==> src/rtl/mem_arbiter_if.sv <==
// Signal bundle for the two-requester memory arbiter: both requester ports plus
// the downstream picorv32-style native memory port.
interface mem_arbiter_if;
  logic        m0_valid;
  logic        m0_instr;
  logic [31:0] m0_addr;
  logic [31:0] m0_wdata;
  logic [3:0]  m0_wstrb;
  logic        m0_ready;
  logic [31:0] m0_rdata;

  logic        m1_valid;
  logic        m1_instr;
  logic [31:0] m1_addr;
  logic [31:0] m1_wdata;
  logic [3:0]  m1_wstrb;
  logic        m1_ready;
  logic [31:0] m1_rdata;

  logic        mem_valid;
  logic        mem_instr;
  logic [31:0] mem_addr;
  logic [31:0] mem_wdata;
  logic [3:0]  mem_wstrb;
  logic        mem_ready;
  logic [31:0] mem_rdata;

  // Arbiter side.
  modport slave (
    input  m0_valid, m0_instr, m0_addr, m0_wdata, m0_wstrb,
    output m0_ready, m0_rdata,
    input  m1_valid, m1_instr, m1_addr, m1_wdata, m1_wstrb,
    output m1_ready, m1_rdata,
    output mem_valid, mem_instr, mem_addr, mem_wdata, mem_wstrb,
    input  mem_ready, mem_rdata
  );

  // Environment side: requesters and memory.
  modport master (
    output m0_valid, m0_instr, m0_addr, m0_wdata, m0_wstrb,
    input  m0_ready, m0_rdata,
    output m1_valid, m1_instr, m1_addr, m1_wdata, m1_wstrb,
    input  m1_ready, m1_rdata,
    input  mem_valid, mem_instr, mem_addr, mem_wdata, mem_wstrb,
    output mem_ready, mem_rdata
  );
endinterface

==> src/rtl/mem_arbiter.sv <==
// Round-robin arbiter sharing one picorv32 native memory port between two
// requesters, with a per-transaction watchdog that forces completion on a stall.
module mem_arbiter #(
  parameter int unsigned TIMEOUT = 1023
) (
  input  logic         clk,
  input  logic         reset,
  mem_arbiter_if.slave bus,
  output logic         timeout_err,
  output logic         grant
);
  typedef enum logic [1:0] {
    IDLE  = 2'd0,
    BUSY0 = 2'd1,
    BUSY1 = 2'd2
  } state_t;

  localparam logic [16:0] TIMEOUT_W = 17'(TIMEOUT);

  state_t      state_q, state_d;
  logic        grant_q, grant_d;
  logic [15:0] wdog_q, wdog_d;
  logic        terr_q, terr_d;

  logic        own_sel;
  logic        own_valid;
  logic        own_instr;
  logic [31:0] own_addr;
  logic [31:0] own_wdata;
  logic [3:0]  own_wstrb;
  logic        wdog_hit;
  logic        done;
  logic        forced;
  logic        fwd;
  logic        mem_valid_c;
  logic        resp;
  logic [31:0] rdata;

  assign own_sel   = (state_q == BUSY1);
  assign own_valid = own_sel ? bus.m1_valid : bus.m0_valid;
  assign own_instr = own_sel ? bus.m1_instr : bus.m0_instr;
  assign own_addr  = own_sel ? bus.m1_addr  : bus.m0_addr;
  assign own_wdata = own_sel ? bus.m1_wdata : bus.m0_wdata;
  assign own_wstrb = own_sel ? bus.m1_wstrb : bus.m0_wstrb;

  // The watchdog fires on the stalled cycle that would bring the count to TIMEOUT.
  assign wdog_hit = ({1'b0, wdog_q} + 17'd1) == TIMEOUT_W;

  always_ff @(posedge clk) begin
    if (reset) begin
      state_q <= IDLE;
      grant_q <= 1'b1;
      wdog_q  <= '0;
      terr_q  <= 1'b0;
    end else begin
      state_q <= state_d;
      grant_q <= grant_d;
      wdog_q  <= wdog_d;
      terr_q  <= terr_d;
    end
  end

  always_comb begin
    state_d     = state_q;
    grant_d     = grant_q;
    wdog_d      = wdog_q;
    terr_d      = terr_q;
    done        = 1'b0;
    forced      = 1'b0;
    fwd         = 1'b0;
    mem_valid_c = 1'b0;
    case (state_q)
      IDLE: begin
        if (bus.m0_valid || bus.m1_valid) begin
          // On a tie the requester that did not hold the last grant wins.
          grant_d = (bus.m0_valid && bus.m1_valid) ? ~grant_q : bus.m1_valid;
          state_d = grant_d ? BUSY1 : BUSY0;
          wdog_d  = '0;
        end
      end
      BUSY0, BUSY1: begin
        fwd = 1'b1;
        if (!own_valid) begin
          state_d = IDLE;
        end else if (bus.mem_ready) begin
          done        = 1'b1;
          mem_valid_c = 1'b1;
          state_d     = IDLE;
        end else if (wdog_hit) begin
          forced  = 1'b1;
          terr_d  = 1'b1;
          state_d = IDLE;
        end else begin
          mem_valid_c = 1'b1;
          wdog_d      = wdog_q + 16'd1;
        end
      end
      default: state_d = IDLE;
    endcase
  end

  // Reset kills the response in the cycle it is asserted so an abandoned
  // transaction never completes upstream.
  assign resp  = (done | forced) & ~reset;
  assign rdata = (done & ~reset) ? bus.mem_rdata : 32'h0;

  assign bus.mem_valid = mem_valid_c & ~reset;
  assign bus.mem_instr = fwd & own_instr;
  assign bus.mem_addr  = fwd ? own_addr  : 32'h0;
  assign bus.mem_wdata = fwd ? own_wdata : 32'h0;
  assign bus.mem_wstrb = fwd ? own_wstrb : 4'h0;

  assign bus.m0_ready = resp & ~own_sel;
  assign bus.m1_ready = resp & own_sel;
  assign bus.m0_rdata = own_sel ? 32'h0 : rdata;
  assign bus.m1_rdata = own_sel ? rdata : 32'h0;

  assign timeout_err = terr_q;
  assign grant       = grant_q;
endmodule

==> src/flat_wrapper.sv <==
// flat-port wrapper written by rule: the top's interface ports become plain ports
module mem_arbiter_flat 
#(
  parameter int unsigned TIMEOUT = 1023
)
  (clk, reset, timeout_err, grant, bus_m0_valid, bus_m0_instr, bus_m0_addr, bus_m0_wdata, bus_m0_wstrb, bus_m0_ready, bus_m0_rdata, bus_m1_valid, bus_m1_instr, bus_m1_addr, bus_m1_wdata, bus_m1_wstrb, bus_m1_ready, bus_m1_rdata, bus_mem_valid, bus_mem_instr, bus_mem_addr, bus_mem_wdata, bus_mem_wstrb, bus_mem_ready, bus_mem_rdata);
  mem_arbiter_if bus_i ();
  input  logic clk;
  input  logic reset;
  output logic timeout_err;
  output logic grant;
  input wire logic [$bits(bus_i.m0_valid)-1:0] bus_m0_valid;
  input wire logic [$bits(bus_i.m0_instr)-1:0] bus_m0_instr;
  input wire logic [$bits(bus_i.m0_addr)-1:0] bus_m0_addr;
  input wire logic [$bits(bus_i.m0_wdata)-1:0] bus_m0_wdata;
  input wire logic [$bits(bus_i.m0_wstrb)-1:0] bus_m0_wstrb;
  output wire logic [$bits(bus_i.m0_ready)-1:0] bus_m0_ready;
  output wire logic [$bits(bus_i.m0_rdata)-1:0] bus_m0_rdata;
  input wire logic [$bits(bus_i.m1_valid)-1:0] bus_m1_valid;
  input wire logic [$bits(bus_i.m1_instr)-1:0] bus_m1_instr;
  input wire logic [$bits(bus_i.m1_addr)-1:0] bus_m1_addr;
  input wire logic [$bits(bus_i.m1_wdata)-1:0] bus_m1_wdata;
  input wire logic [$bits(bus_i.m1_wstrb)-1:0] bus_m1_wstrb;
  output wire logic [$bits(bus_i.m1_ready)-1:0] bus_m1_ready;
  output wire logic [$bits(bus_i.m1_rdata)-1:0] bus_m1_rdata;
  output wire logic [$bits(bus_i.mem_valid)-1:0] bus_mem_valid;
  output wire logic [$bits(bus_i.mem_instr)-1:0] bus_mem_instr;
  output wire logic [$bits(bus_i.mem_addr)-1:0] bus_mem_addr;
  output wire logic [$bits(bus_i.mem_wdata)-1:0] bus_mem_wdata;
  output wire logic [$bits(bus_i.mem_wstrb)-1:0] bus_mem_wstrb;
  input wire logic [$bits(bus_i.mem_ready)-1:0] bus_mem_ready;
  input wire logic [$bits(bus_i.mem_rdata)-1:0] bus_mem_rdata;
  assign bus_i.m0_valid = bus_m0_valid;
  assign bus_i.m0_instr = bus_m0_instr;
  assign bus_i.m0_addr = bus_m0_addr;
  assign bus_i.m0_wdata = bus_m0_wdata;
  assign bus_i.m0_wstrb = bus_m0_wstrb;
  assign bus_m0_ready = bus_i.m0_ready;
  assign bus_m0_rdata = bus_i.m0_rdata;
  assign bus_i.m1_valid = bus_m1_valid;
  assign bus_i.m1_instr = bus_m1_instr;
  assign bus_i.m1_addr = bus_m1_addr;
  assign bus_i.m1_wdata = bus_m1_wdata;
  assign bus_i.m1_wstrb = bus_m1_wstrb;
  assign bus_m1_ready = bus_i.m1_ready;
  assign bus_m1_rdata = bus_i.m1_rdata;
  assign bus_mem_valid = bus_i.mem_valid;
  assign bus_mem_instr = bus_i.mem_instr;
  assign bus_mem_addr = bus_i.mem_addr;
  assign bus_mem_wdata = bus_i.mem_wdata;
  assign bus_mem_wstrb = bus_i.mem_wstrb;
  assign bus_i.mem_ready = bus_mem_ready;
  assign bus_i.mem_rdata = bus_mem_rdata;
  mem_arbiter #(.TIMEOUT(TIMEOUT)) u_core (.clk(clk), .reset(reset), .bus(bus_i), .timeout_err(timeout_err), .grant(grant));
endmodule
==> config.mk <==
export PLATFORM = sky130hd
export DESIGN_NAME = mem_arbiter_flat
export DESIGN_NICKNAME = d
export VERILOG_FILES = /design/src/rtl/mem_arbiter_if.sv /design/src/rtl/mem_arbiter.sv /design/src/flat_wrapper.sv
export SDC_FILE = /design/constraint.sdc
export NUM_CORES = 1
export LEC_CHECK = 0
export BUFFER_PORTS_ARGS = -buffer_cell sky130_fd_sc_hd__buf_2
export CAP_MARGIN = 30
export CORE_AREA = 2 2 121 123
export CTS_CLUSTER_SIZE = 10
export DETAILED_ROUTE_END_ITERATION = 8
export DIE_AREA = 0 0 123 125
export SETUP_SLACK_MARGIN = 0.1
export SYNTH_ARGS = -nofsm -noshare
export SYNTH_HDL_FRONTEND = slang
export SYNTH_SLANG_ARGS = --single-unit
==> constraint.sdc <==
create_clock -name clk -period 6.3 [get_ports clk]
set_input_delay 0.315 -clock clk [delete_from_list [all_inputs] [get_ports clk]]
set_output_delay 0.315 -clock clk [all_outputs]
set_load 0.02 [all_outputs]
==> impl_metrics.toml <==
[synth]
yosysUniqueCellTypes = 50
ys_seq_area_share_pct = 13.4
synthArstFlopShare_pct = 0
synth_edf_count = 0
synth_area_sq_mm = 0.00298
ys.flop_type = "dfxtp_1"
yosysTopAreaCell = "mux2i_1"
yosys-top-cells-area = "mux2i_1 (23%), nor2b_1 (16%), and2_1 (14%)"
netlist_instances = 403
synth_warnings = 0
syn-num-nets = 582
netlist.area_leader.share_pct = 23.2
synth-seq-cells = 20
postSynthAreaPerCell_sq_um = 7.39

[worst_setup_path]
crit_chain = "ha_1, nand3_2, nor4_4, o211a_1, o2111ai_2, nor2_1, o21ai_0, nor3b_1, buf_2"
critPathArrivalTime_ps = 2960
worstPathMaxFanout = 8
endpoint_kind = "output pin"
crit_type = "reg -> out"
crit_path_start_kind = "flop"
cp_slowest_cell = "dfxtp_1"
crit_required_ps = 5980
crit_path_max_incr_delay_ps = 430

[global_route]
grt_busiest_layer = "met2"
grtUsageMet3_pct = 1.41
met1_usage_pct = 16.9
grt_pass1_wl_um = 17500
grt_usage_pct = 14.4
gr-total-overflow = 0
antenna_found_initial = 0
grt_start_max_net_pins = 73
grt_pass1_vias = 3394
grt_util_met2_pct = 27.6

[timing]
fin_setup_tns_ps = 0
fin_crit_ps = 3270
relSlewSlack_pct = 37.7
worst_slew_pin_slew_ps = 934
finClkSkew_ps = 2.16
setup_viol = 0
period_share_pct = 52.0
whs_ps = 329
fmax_mhz = 305
drv_slew = 0
hold_viol = 0
grt_setup_unrepaired = "no"

[routing]
drtPass1Iterations = 4
routedWlPerCell_um = 13.6
drt-total-wl_um = 11900
drc = 0
ant_nets = 0
vias = 3848
first_iter_violations = 140
vias_per_cell = 4.38

[power_and_ir_drop]
power.leakage_nw = 2.46
ir_worst_vdd_v = 0.0000645
pwr_density_cell_mw_per_mm2 = 146

[cts]
hold_buffers = 0
cts_buffers = 3
path_clk_slew_ps = 60
cts.root.buffer_cell = "clkbuf_16"
htreeDepth = 1
tritoncts = "built"
ctsResizeCount = 0
insertion_delay_ps = 260
clock-sinks = 20
cts_setup_buffers = 0
cts_buffer_depth = 2

[layout]
final_cells = 878
layout-drive-gt1-share_pct = 47.8
finish.net_count = 874
final_cell_mix = "buf_2 (312), nor2b_1 (74), mux2i_1 (69), and2_1 (65), dfxtp_1 (20)"
n_antenna_cell = 0
layout_commonest_cell = "buf_2"
final_util_pct = 33.8
syn_to_final_growth_pct = 61.0

[floorplanning]
die_area_sq_mm = 0.0154
initial_core_util_pct = 21.0
ios = 313
num_rows = 44
fp.dieW_um = 123
coreArea_sq_mm = 0.0142
fp.dieH_um = 125

[place]
dp_hpwl_um = 10100
port_buffers = 312
place_inst = 874
gp_congestion = 0.789

[run]
drv_cap = 0

[min_path]
holdCritPathClass = "in -> reg"

[run_status]
status = "completed"
## critical path: cells and delay by family (launching register included)
kind	cells	cell delay, ps
flops	1	430
compound gates	3	580
simple gates	4	1150
fa+ha+maj	1	340
buf+inv	1	200
## cell families (layout without fill, tap and decap cells)
logic type,after synthesis,count (layout),share of synthesized area [%]
flip-flops,20,20,13.4
AO/OA/AOI/OAI,57,57,13.0
AND/OR/NAND/NOR,213,213,42.9
buffers and inverters,37,328,4.96
XOR/XNOR,3,3,0.883
adder cells (fa/ha/maj),4,4,1.68
multiplexers,69,69,23.2
## sequential cells by signal, indices dropped and copies added (netlist names)
register            flops
u_core.wdog_q          16
u_core.grant            1
u_core.timeout_err      1
u_core.state_q          2
## metal layers
| metal | vias up | part of all wire, % |
|---|---|---|
| met4 | 0 | 0.88 |
| met2 | 213 | 52 |
| met1 | 1665 | 39 |
| met3 | 5 | 8.1 |
| li1 | 1965 | - |
| met5 | - | 0 |
## area by class of cell
cell class                      count  area [sq um]
Inverter                            7          26.3
Tap cell                          184           230
Fill cell                        1538          9410
Sequential cell                    20           400
Clock buffer                        4          88.8
Timing Repair Buffer              317          1600
Multi-Input combinational cell    346          2450
## cell usage after synthesis (all sizes together), types with 5 or more instances
library cell,number
nand2b,5
nor3,5
nor2,15
nand2,16
mux2i,69
nor2b,74
buf,6
o21ai,19
clkbuf,24
inv,7
dfxtp,20
a21oi,10
o31ai,9
nor3b,5
nand3,10
and2,65
## power by group
group	leakage [nW]	switching (W)	internal, W
logic	2.26	0.000245	0.000178
registers	0.162	0.00000235	0.000129
clock network	0.0442	0.0000512	0.0000970
total	2.46	0.000298	0.000404
## through the flow
stage / instance area, sq um / worst slack [ps] / power [W]
2_1_floorplan: 2980 / 3550 / 0.000398
3_3_place_gp: 4710 / 3390 / 0.000563
3_5_place_dp: 4710 / 3320 / 0.000563
4_1_cts: 4790 / 3020 / 0.000712
5_1_grt: 4790 / 2640 / 0.000747
6_report: 4790 / 3030 / 0.000702
## final timing paths
kind | start | end | slack, ps | depth (start not counted)
min | reset | u_core.timeout_err | 330 | 2
max | u_core.wdog_q[0] | bus_m0_ready | 3030 | 9
min reg2reg | u_core.state_q[0] | u_core.state_q[0] | 470 | 1
max reg2reg | u_core.wdog_q[0] | u_core.wdog_q[6] | 3660 | 9
(Power assumes the default switching activity.)
